[config.mk]
export PLATFORM = sky130hd
export DESIGN_NAME = t03_hwclk_timer_ctrl
export DESIGN_NICKNAME = d
export VERILOG_FILES = /design/src/rtl/t03_hwclk_timer_ctrl.sv
export SDC_FILE = /design/constraint.sdc
export NUM_CORES = 1
export LEC_CHECK = 0
export ABC_AREA = 1
export CAP_MARGIN = 20
export CORE_MARGIN = 5
export CORE_UTILIZATION = 40
export CTS_BUF_LIST = sky130_fd_sc_hd__clkbuf_8
export DETAILED_ROUTE_END_ITERATION = 16
export GPL_TIMING_DRIVEN = 1
export PLACE_DENSITY = 0.67
export SETUP_SLACK_MARGIN = 0.15
export SLEW_MARGIN = 15
export SYNTH_ARGS = -nofsm -noshare
export SYNTH_HDL_FRONTEND = slang
export SYNTH_SLANG_ARGS = --single-unit
[constraint.sdc]
create_clock -name clk -period 2.4 [get_ports clk]
set_input_delay 0.24 -clock clk [delete_from_list [all_inputs] [get_ports clk]]
set_output_delay 0.24 -clock clk [all_outputs]
set_load 0.02 [all_outputs]
[src/rtl/t03_hwclk_timer_ctrl.sv]
// Hardware clock counter controller: prescaled counter, compare/match IRQ, MMIO req/ack access.
// Optional auto-reload on match is compiled in when T03_HWCLK_AUTORELOAD_EN is defined.
module t03_hwclk_timer_ctrl #(
    parameter int unsigned CNT_W = 32,
    parameter int unsigned PS_W  = 8
) (
    input  logic             clk,
    input  logic             nrst,
    input  logic             req,
    input  logic             we,
    input  logic [3:0]       addr,
    input  logic [CNT_W-1:0] wdata,
    output logic [CNT_W-1:0] rdata,
    output logic             ack,
    output logic [CNT_W-1:0] count,
    output logic             irq
);

    localparam logic [1:0] ADDR_CTRL   = 2'd0;
    localparam logic [1:0] ADDR_COUNT  = 2'd1;
    localparam logic [1:0] ADDR_CMP    = 2'd2;
    localparam logic [1:0] ADDR_STATUS = 2'd3;

    typedef enum logic {StIdle, StResp} state_e;

    state_e           r_state;
    logic             r_ack;
    logic [CNT_W-1:0] r_rdata;

    logic             r_en;
    logic             r_irq_en;
    logic [PS_W-1:0]  r_ps;
    logic [PS_W-1:0]  r_ps_cnt;
    logic [CNT_W-1:0] r_count;
    logic [CNT_W-1:0] r_cmp;
    logic             r_match;

    logic             w_accept;
    logic             w_wr;
    logic             w_wr_ctrl;
    logic             w_wr_count;
    logic             w_wr_cmp;
    logic             w_wr_status;
    logic             w_tick;
    logic             w_hit;
    logic             w_ps_chg;
    logic             w_ar;
    logic [PS_W-1:0]  w_ps_new;
    logic [CNT_W-1:0] w_cnt_inc;
    logic [CNT_W-1:0] w_rd_val;
    logic             w_unused;

    assign w_accept    = (r_state == StIdle) && req;
    assign w_wr        = w_accept && we;
    assign w_wr_ctrl   = w_wr && (addr[3:2] == ADDR_CTRL);
    assign w_wr_count  = w_wr && (addr[3:2] == ADDR_COUNT);
    assign w_wr_cmp    = w_wr && (addr[3:2] == ADDR_CMP);
    assign w_wr_status = w_wr && (addr[3:2] == ADDR_STATUS);

    assign w_ps_new  = wdata[8 +: PS_W];
    assign w_ps_chg  = w_wr_ctrl && (w_ps_new != r_ps);
    assign w_tick    = r_en && (r_ps_cnt == r_ps);
    assign w_cnt_inc = r_count + CNT_W'(1);
    // A CPU write to COUNT on the same edge suppresses the match check; CMP is the old value.
    assign w_hit     = w_tick && !w_wr_count && (w_cnt_inc == r_cmp);

    assign w_unused = ^{addr[1:0], wdata};

`ifdef T03_HWCLK_AUTORELOAD_EN
    logic r_ar;

    always_ff @(posedge clk or negedge nrst) begin
        if (!nrst) begin
            r_ar <= 1'b0;
        end else if (w_wr_ctrl) begin
            r_ar <= wdata[2];
        end
    end

    assign w_ar = r_ar;
`else
    assign w_ar = 1'b0;
`endif

    always_comb begin
        w_rd_val = '0;
        case (addr[3:2])
            ADDR_CTRL: begin
                w_rd_val[8 +: PS_W] = r_ps;
                w_rd_val[2]         = w_ar;
                w_rd_val[1]         = r_irq_en;
                w_rd_val[0]         = r_en;
            end
            ADDR_COUNT:  w_rd_val    = r_count;
            ADDR_CMP:    w_rd_val    = r_cmp;
            ADDR_STATUS: w_rd_val[0] = r_match;
            default:     w_rd_val    = '0;
        endcase
    end

    // Bus FSM: one-cycle ack; read data captured from pre-edge register values.
    always_ff @(posedge clk or negedge nrst) begin
        if (!nrst) begin
            r_state <= StIdle;
            r_ack   <= 1'b0;
            r_rdata <= '0;
        end else begin
            case (r_state)
                StIdle: begin
                    if (req) begin
                        r_state <= StResp;
                        r_ack   <= 1'b1;
                        r_rdata <= we ? '0 : w_rd_val;
                    end
                end
                StResp: begin
                    r_state <= StIdle;
                    r_ack   <= 1'b0;
                    r_rdata <= '0;
                end
                default: begin
                    r_state <= StIdle;
                    r_ack   <= 1'b0;
                    r_rdata <= '0;
                end
            endcase
        end
    end

    always_ff @(posedge clk or negedge nrst) begin
        if (!nrst) begin
            r_en     <= 1'b0;
            r_irq_en <= 1'b0;
            r_ps     <= '0;
        end else if (w_wr_ctrl) begin
            r_en     <= wdata[0];
            r_irq_en <= wdata[1];
            r_ps     <= w_ps_new;
        end
    end

    always_ff @(posedge clk or negedge nrst) begin
        if (!nrst) begin
            r_ps_cnt <= '0;
        end else if (!r_en || w_tick || w_wr_count || w_ps_chg || (w_wr_ctrl && !wdata[0])) begin
            r_ps_cnt <= '0;
        end else begin
            r_ps_cnt <= r_ps_cnt + PS_W'(1);
        end
    end

    always_ff @(posedge clk or negedge nrst) begin
        if (!nrst) begin
            r_count <= '0;
        end else if (w_wr_count) begin
            r_count <= wdata;
        end else if (w_tick) begin
            r_count <= (w_hit && w_ar) ? '0 : w_cnt_inc;
        end
    end

    always_ff @(posedge clk or negedge nrst) begin
        if (!nrst) begin
            r_cmp <= '1;
        end else if (w_wr_cmp) begin
            r_cmp <= wdata;
        end
    end

    // Set beats a same-edge W1C so a match is never lost.
    always_ff @(posedge clk or negedge nrst) begin
        if (!nrst) begin
            r_match <= 1'b0;
        end else if (w_hit) begin
            r_match <= 1'b1;
        end else if (w_wr_status && wdata[0]) begin
            r_match <= 1'b0;
        end
    end

    assign ack   = r_ack;
    assign rdata = r_rdata;
    assign count = r_count;
    assign irq   = r_match & r_irq_en;

endmodule

Yosys cells after proc, flatten, opt, wreduce, memory -nomap -nowiden:

Index checks and enable logic that the tools add are counted.

* bits in registers: 117
* input port bits: 40
* output and inout bits: 66
* word-level logic and storage cells: 60

* add/sub/neg operators: 2
* eq/ne operators: 7
* muxes and demuxes: 17
* bitwise logic cells: 2
* reduce and logical (&&, ||, !) cells: 22

Operators with widths (count)
* 2-to-1 mux 32 bit: 4
* case mux 32 bit (2 select lines): 1
* adder 32 x 1 -> 32 bit (second input constant): 1
* equality test 32 bit: 1
* case mux 16 bit (2 select lines): 1
* case mux 8 bit (3 select lines): 1
* logical AND 1 bit: 12
* case mux 5 bit (2 select lines): 1
* adder 8 x 1 -> 8 bit (second input constant): 1
* equality test 8 bit: 1
* 2-to-1 mux 8 bit: 1
* inequality test 8 bit: 1
* case mux 2 bit (3 select lines): 1
* equality test 2 bit (second input constant): 2
* logical OR 1 bit: 4
* 2-to-1 mux 1 bit: 4
* case mux 1 bit (2 select lines): 2
* case mux 1 bit (4 select lines): 1
* nonzero test 2 bit: 2
* logical NOT 1 bit: 3
* equality test 2 x 1 -> 1 bit (second input constant): 1
* logical NOT 2 bit: 1
* inequality test 2 bit (second input constant): 1
* bitwise AND 1 bit: 1
* NOT 1 bit: 1

Longest topological paths before layout:

* depth in word-level cells: 8
* depth in mapped cells: 15
* gate-level depth less buffers: 15

Worst setup path before layout:

No wires, ideal clock.

* kind: register -> register
* start point: reg r_count[0], in the netlist count[0]
* end point: reg r_match
* setup time: 0.065 ns
* arrival time: 1.918 ns
* required time: 2.335 ns
* path slack: 0.417 ns
* cell stages (with the launch flop): 14
* buffers on the path: 0
* period minus slack after synthesis: 1.983 ns
* cell sequence: dfrtp_1 ha_1 nand2_1 nor2_4 nand2_4 nor2_4 nand2_1 xor2_1 nand2_1 nand2_1 nand2_1 nor2_1 nand3_1 nand2_1

* longest elaborated chain between the ends: 4
* elaborated cells between the ends (all ways): 5
* classes of those cells: 1 x add/sub; 1 x eq/ne; 1 x mux; 2 x reduce/logical

RTL lines
* start: declaration: line 34 `logic [CNT_W-1:0] r_count;`
* start signal: assignment: line 156 `r_count <= wdata;`
* start signal: assignment: line 158 `r_count <= (w_hit && w_ar) ? '0 : w_cnt_inc;`
* adder 32 x 1 -> 32 bit (*): line 63 `assign w_cnt_inc = r_count + CNT_W'(1);`
* equality test 32 bit (*): line 65 `assign w_hit = w_tick && !w_wr_count && (w_cnt_inc == r_cmp);`
* logical AND 1 bit (*): line 65
* 2-to-1 mux 1 bit or nonzero test 2 bit (tied branches)
* end signal: assignment: line 173 `r_match <= 1'b0;`
* end signal: assignment: line 175 `r_match <= 1'b1;`
* end signal: assignment: line 177 `r_match <= 1'b0;`
* end: declaration: line 36 `logic r_match;`

Every way passes the cells marked *; elsewhere a longest branch is shown, timed or not.
A chain may end at the register's enable or synchronous reset.

Worst setup path in the final report:

Same ends and word-level chain as after synthesis.

==> run_results.csv <==
group,metric,value,unit
hold_path,hold_path_class,"input port to register",
sta,final-setup-viol-count,0,
synthesis,synth_cell_types,36,
sta,fin_setup_tns,0,ns
sta,max_slew.worst_pin.slew,0.6569,ns
worst_setup_path,worstSetupPathType,"register to register",
global_route,first_global_vias,6781,
placement,postPlaceCellArea,8489,um2
finish,fin_area,9035,um2
cts,cts_max_level,4,
pwr,p_leak,4.239,nW
synthesis,postSynthRegisterBits,117,
synthesis,ys_top_cells_by_area,"sky130_fd_sc_hd__dfrtp_1 30%, sky130_fd_sc_hd__nand2_1 17%, sky130_fd_sc_hd__dfstp_2 12%, sky130_fd_sc_hd__nand3_1 8.2%, sky130_fd_sc_hd__inv_1 6.5%",
pwr,totalPowerFinal,8.478,mW
synthesis,synth-edff-count,0,
synthesis,synth_compound_gate_area_share,11.85,%
run,max_capacitance_violation_total,0,
routing,drt-wirelength-per-cell,16.47,um
synthesis,adder_cell_fraction_of_synth_area,1.423,%
global_route,grt_use_total,22.30,%
synthesis,synth.largest_area_cell,"sky130_fd_sc_hd__dfrtp_1",
pwr,share_comb_of_total_power,39.8,%
routing,finalWirelength,22250,um
worst_setup_path,arrival,2.49,ns
synthesis,synth_sequential_area_ratio,42.19,%
synthesis,mappedNetlistArea,7034,um2
placement,place_inst,1313,
pwr,seq_pwr_share,37.5,%
cts,clock_latency,0.45,ns
cts,clock-root-buffer,"sky130_fd_sc_hd__clkbuf_8",
worst_setup_path,top_fanout_value_on_the_critical_path,8,
synthesis,post_synth_mux_area_share,0,%
synthesis,synth.most_common_cell,"sky130_fd_sc_hd__nand2_1",
synthesis,postSynth.topFlopCell,"sky130_fd_sc_hd__dfrtp_1",
worst_setup_path,timing.critical_path.slowest_stage_cell,"sky130_fd_sc_hd__dfrtp_1",
sta,final_period_minus_worst_setup_slack,2.096,ns
floorplan,num_io_pins,106,
global_route,initial_antenna_violation_count,0,
finish,area_growth,28.44,%
pwr,power-per-cell-area,938.3,nW/um2
cts,clock_sinks,117,
pwr,power.net_switching,3.505,mW
worst_setup_path,critical_path.max_stage_delay,0.41,ns
sta,finalHoldViolCount,0,
synthesis,netlist_top_cells_count,"320 x sky130_fd_sc_hd__nand2_1, 122 x sky130_fd_sc_hd__inv_1, 115 x sky130_fd_sc_hd__nand3_1, 85 x sky130_fd_sc_hd__dfrtp_1, 83 x sky130_fd_sc_hd__nor2_1",
worst_setup_path,required_time_of_the_worst_setup_path,2.79,ns
placement,place.port_buffers,103,
synthesis,post_synth_xor_area_fraction,1.619,%
floorplan,chipHeight,142.6,um
routing,drt.antenna.violating_nets,0,
synthesis,synth_top_family_by_area,"simple AND/OR/NAND/NOR gates",
worst_setup_path,critical-path-top-cell-by-count,"sky130_fd_sc_hd__nand2_1",
cts,tritoncts,"yes",
sta,worst_slack,0.3044,ns
global_route,grt_pass1_wl,35780,um
floorplan,placement_rows,48,
placement,globalplace.congestion,0.9074,
finish,layout.nets,1161,
floorplan,die_w,142.6,um
finish,diodes,0,
sta,fmaxAchievable,0.4772,GHz
worst_setup_path,end_kind,"register",
synthesis,synthesis.nets,1042,
sta,grt_setup_unrepaired,"no",
pwr,switching_share,41.34,%
sta,timing.final.max_slew_violations,0,
routing,detailed_routing_iterations_pass_1,5,
global_route,pin_count_of_the_biggest_net_entering_global_routing,43,
floorplan,die-area,20340,um2
placement,hpwlAfterDp,16590,um
synthesis,netlist_instances,994,
pwr,share_clk_of_total_power,22.7,%
cts,numCtsBuffers,17,
worst_setup_path,critical_path.cell_chain,"buf_6 -> nand2_2 -> nor2_8 -> nand2_4 -> nor2_8 -> nand2_1 -> nand2_1 -> nand2_1 -> nand2_1 -> nand2_1 -> nor2_1 -> nand2_1 -> nor2_1 -> nand3_2 -> nand2_1",
synthesis,post-synth-top-area-fraction,30.24,%
routing,via_count,7166,
routing,count_of_routing_violations_after_the_opening_detailed_route_iteration,623,
cts,cts_max_path_buffers,2,
synthesis,async_flop_share,100.0,%
outcome,status,"completed",
floorplan,floorplan.initialDensity,40.67,%
worst_setup_path,setup.worst_path.start_class,"register",
pwr,irDropWorstVdd,0.0004044,V
finish,instances_no_fill,1351,
placement,dp_worst_setup_slack,0.05731,ns
pwr,p_int,4.973,mW
synthesis,synth-simple-area-share,34.36,%
synthesis,synthesis.area_per_instance,7.077,um2
sta,post-route-period-util,87.32,%
global_route,overflow,0,
sta,finClkSkew,0.01078,ns
finish,final_layout_size_suffix_gt1_share,12.43,%
synthesis,synth.yosys.warnings,0,
sta,relSlewSlack,56.21,%
floorplan,coreArea,17300,um2
routing,avgViaCountPerCell,5.304,
routing,drc_errors,0,
cts,clk_pin_slew_worst_paths,0.07,ns
routing by layer:
layer	up-vias	wire, um	part of all wire [%]	GRT usage (%)
met2	290	10350	47	34.89
met1	3373	9755	44	31.45
li1	3476	-	-	-
met3	27	1795	8.1	4.923
met4	0	346	1.6	5.803
met5	-	0	0	0
power groups by stage:
stage | sequential [mW] | combinational, mW | clock, mW
2_1_floorplan | 3.33 | 1.70 | 0
3_3_place_gp | 3.17 | 3.20 | 0
3_5_place_dp | 3.16 | 3.26 | 0
4_1_cts | 3.14 | 3.28 | 1.96
5_1_grt | 3.26 | 3.76 | 2.05
6_report | 3.18 | 3.38 | 1.92
cell usage in the layout (no fill, tap or decap), types with 23 or more instances in the layout:
cell,Yosys,routed
sky130_fd_sc_hd__dfstp_2,32,32
sky130_fd_sc_hd__o21ai_0,53,53
sky130_fd_sc_hd__o221ai_1,25,25
sky130_fd_sc_hd__nor2_1,83,77
sky130_fd_sc_hd__dfrtp_1,85,80
sky130_fd_sc_hd__o22ai_1,24,24
sky130_fd_sc_hd__nand2_1,320,315
sky130_fd_sc_hd__buf_4,1,23
sky130_fd_sc_hd__nand3_1,115,114
sky130_fd_sc_hd__inv_1,122,123
sky130_fd_sc_hd__clkdlybuf4s50_1,0,102
path summary, 6_finish.rpt:
kind / startpoint / end / slack (ns) / depth (start not counted)
max in group asynchronous: nrst / r_cmp[22]$_DFFE_PN1P_ / 1.35 / 3
worst max register to register: count[0]$_DFFE_PN0P_ / r_match$_DFFE_PN0P_ / 0.30 / 15
worst max-delay path: count[0]$_DFFE_PN0P_ / r_match$_DFFE_PN0P_ / 0.30 / 15
worst min-delay path: wdata[19] / r_cmp[19]$_DFFE_PN1P_ / 0.32 / 3
min in group asynchronous: nrst / count[13]$_DFFE_PN0P_ / 0.36 / 2
worst min register to register: r_state$_DFF_PN0_ / ack$_DFFE_PN0P_ / 0.44 / 1
what timing repair did:
item,4_1_cts,5_1_grt
hold endpoints to repair,27,0
gates resized for setup,0,24
hold buffers,1,0
setup buffers,0,5
setup endpoints to repair,0,1
metrics by stage:
step           utilization (%)  hold WS (ns)
6_report                 52.24        0.3235
2_1_floorplan                -      -0.05559
3_5_place_dp             49.08        0.3045
5_1_grt                  52.24        0.3358
3_3_place_gp             49.08        0.3024
4_1_cts                  51.56        0.3136
area by class of cell:
| type | instances | area [um2] |
|---|---|---|
| fill | 1686 | 8262 |
| inverter | 125 | 469.2 |
| clock buffer | 19 | 261.5 |
| tap | 225 | 281.5 |
| timing repair buffer | 134 | 1355 |
| sequential | 117 | 2974 |
| multi-input combinational | 718 | 3537 |
| clock inverter | 13 | 156.4 |
sequential cells by signal, summed over array words and instances, names as in the netlist:
name / count
ack: 1
r_cmp: 32
count: 32
r_ps: 8
rdata: 32
r_en: 1
r_match: 1
r_irq_en: 1
r_ps_cnt: 8
r_state: 1
kinds of logic after synthesis:
kind of cell	count (synthesis)
compound gates	137
xor+xnor	13
fa+ha+maj	8
buf+inv	159
flops	117
simple gates	560
critical path: cells and delay by family, from the launching register on:
kind          cells  cell delay, ns
simple gates     14            1.48
flops             1            0.41
buf+inv           1            0.15
No activity file was read; power rests on OpenSTA's default activity.
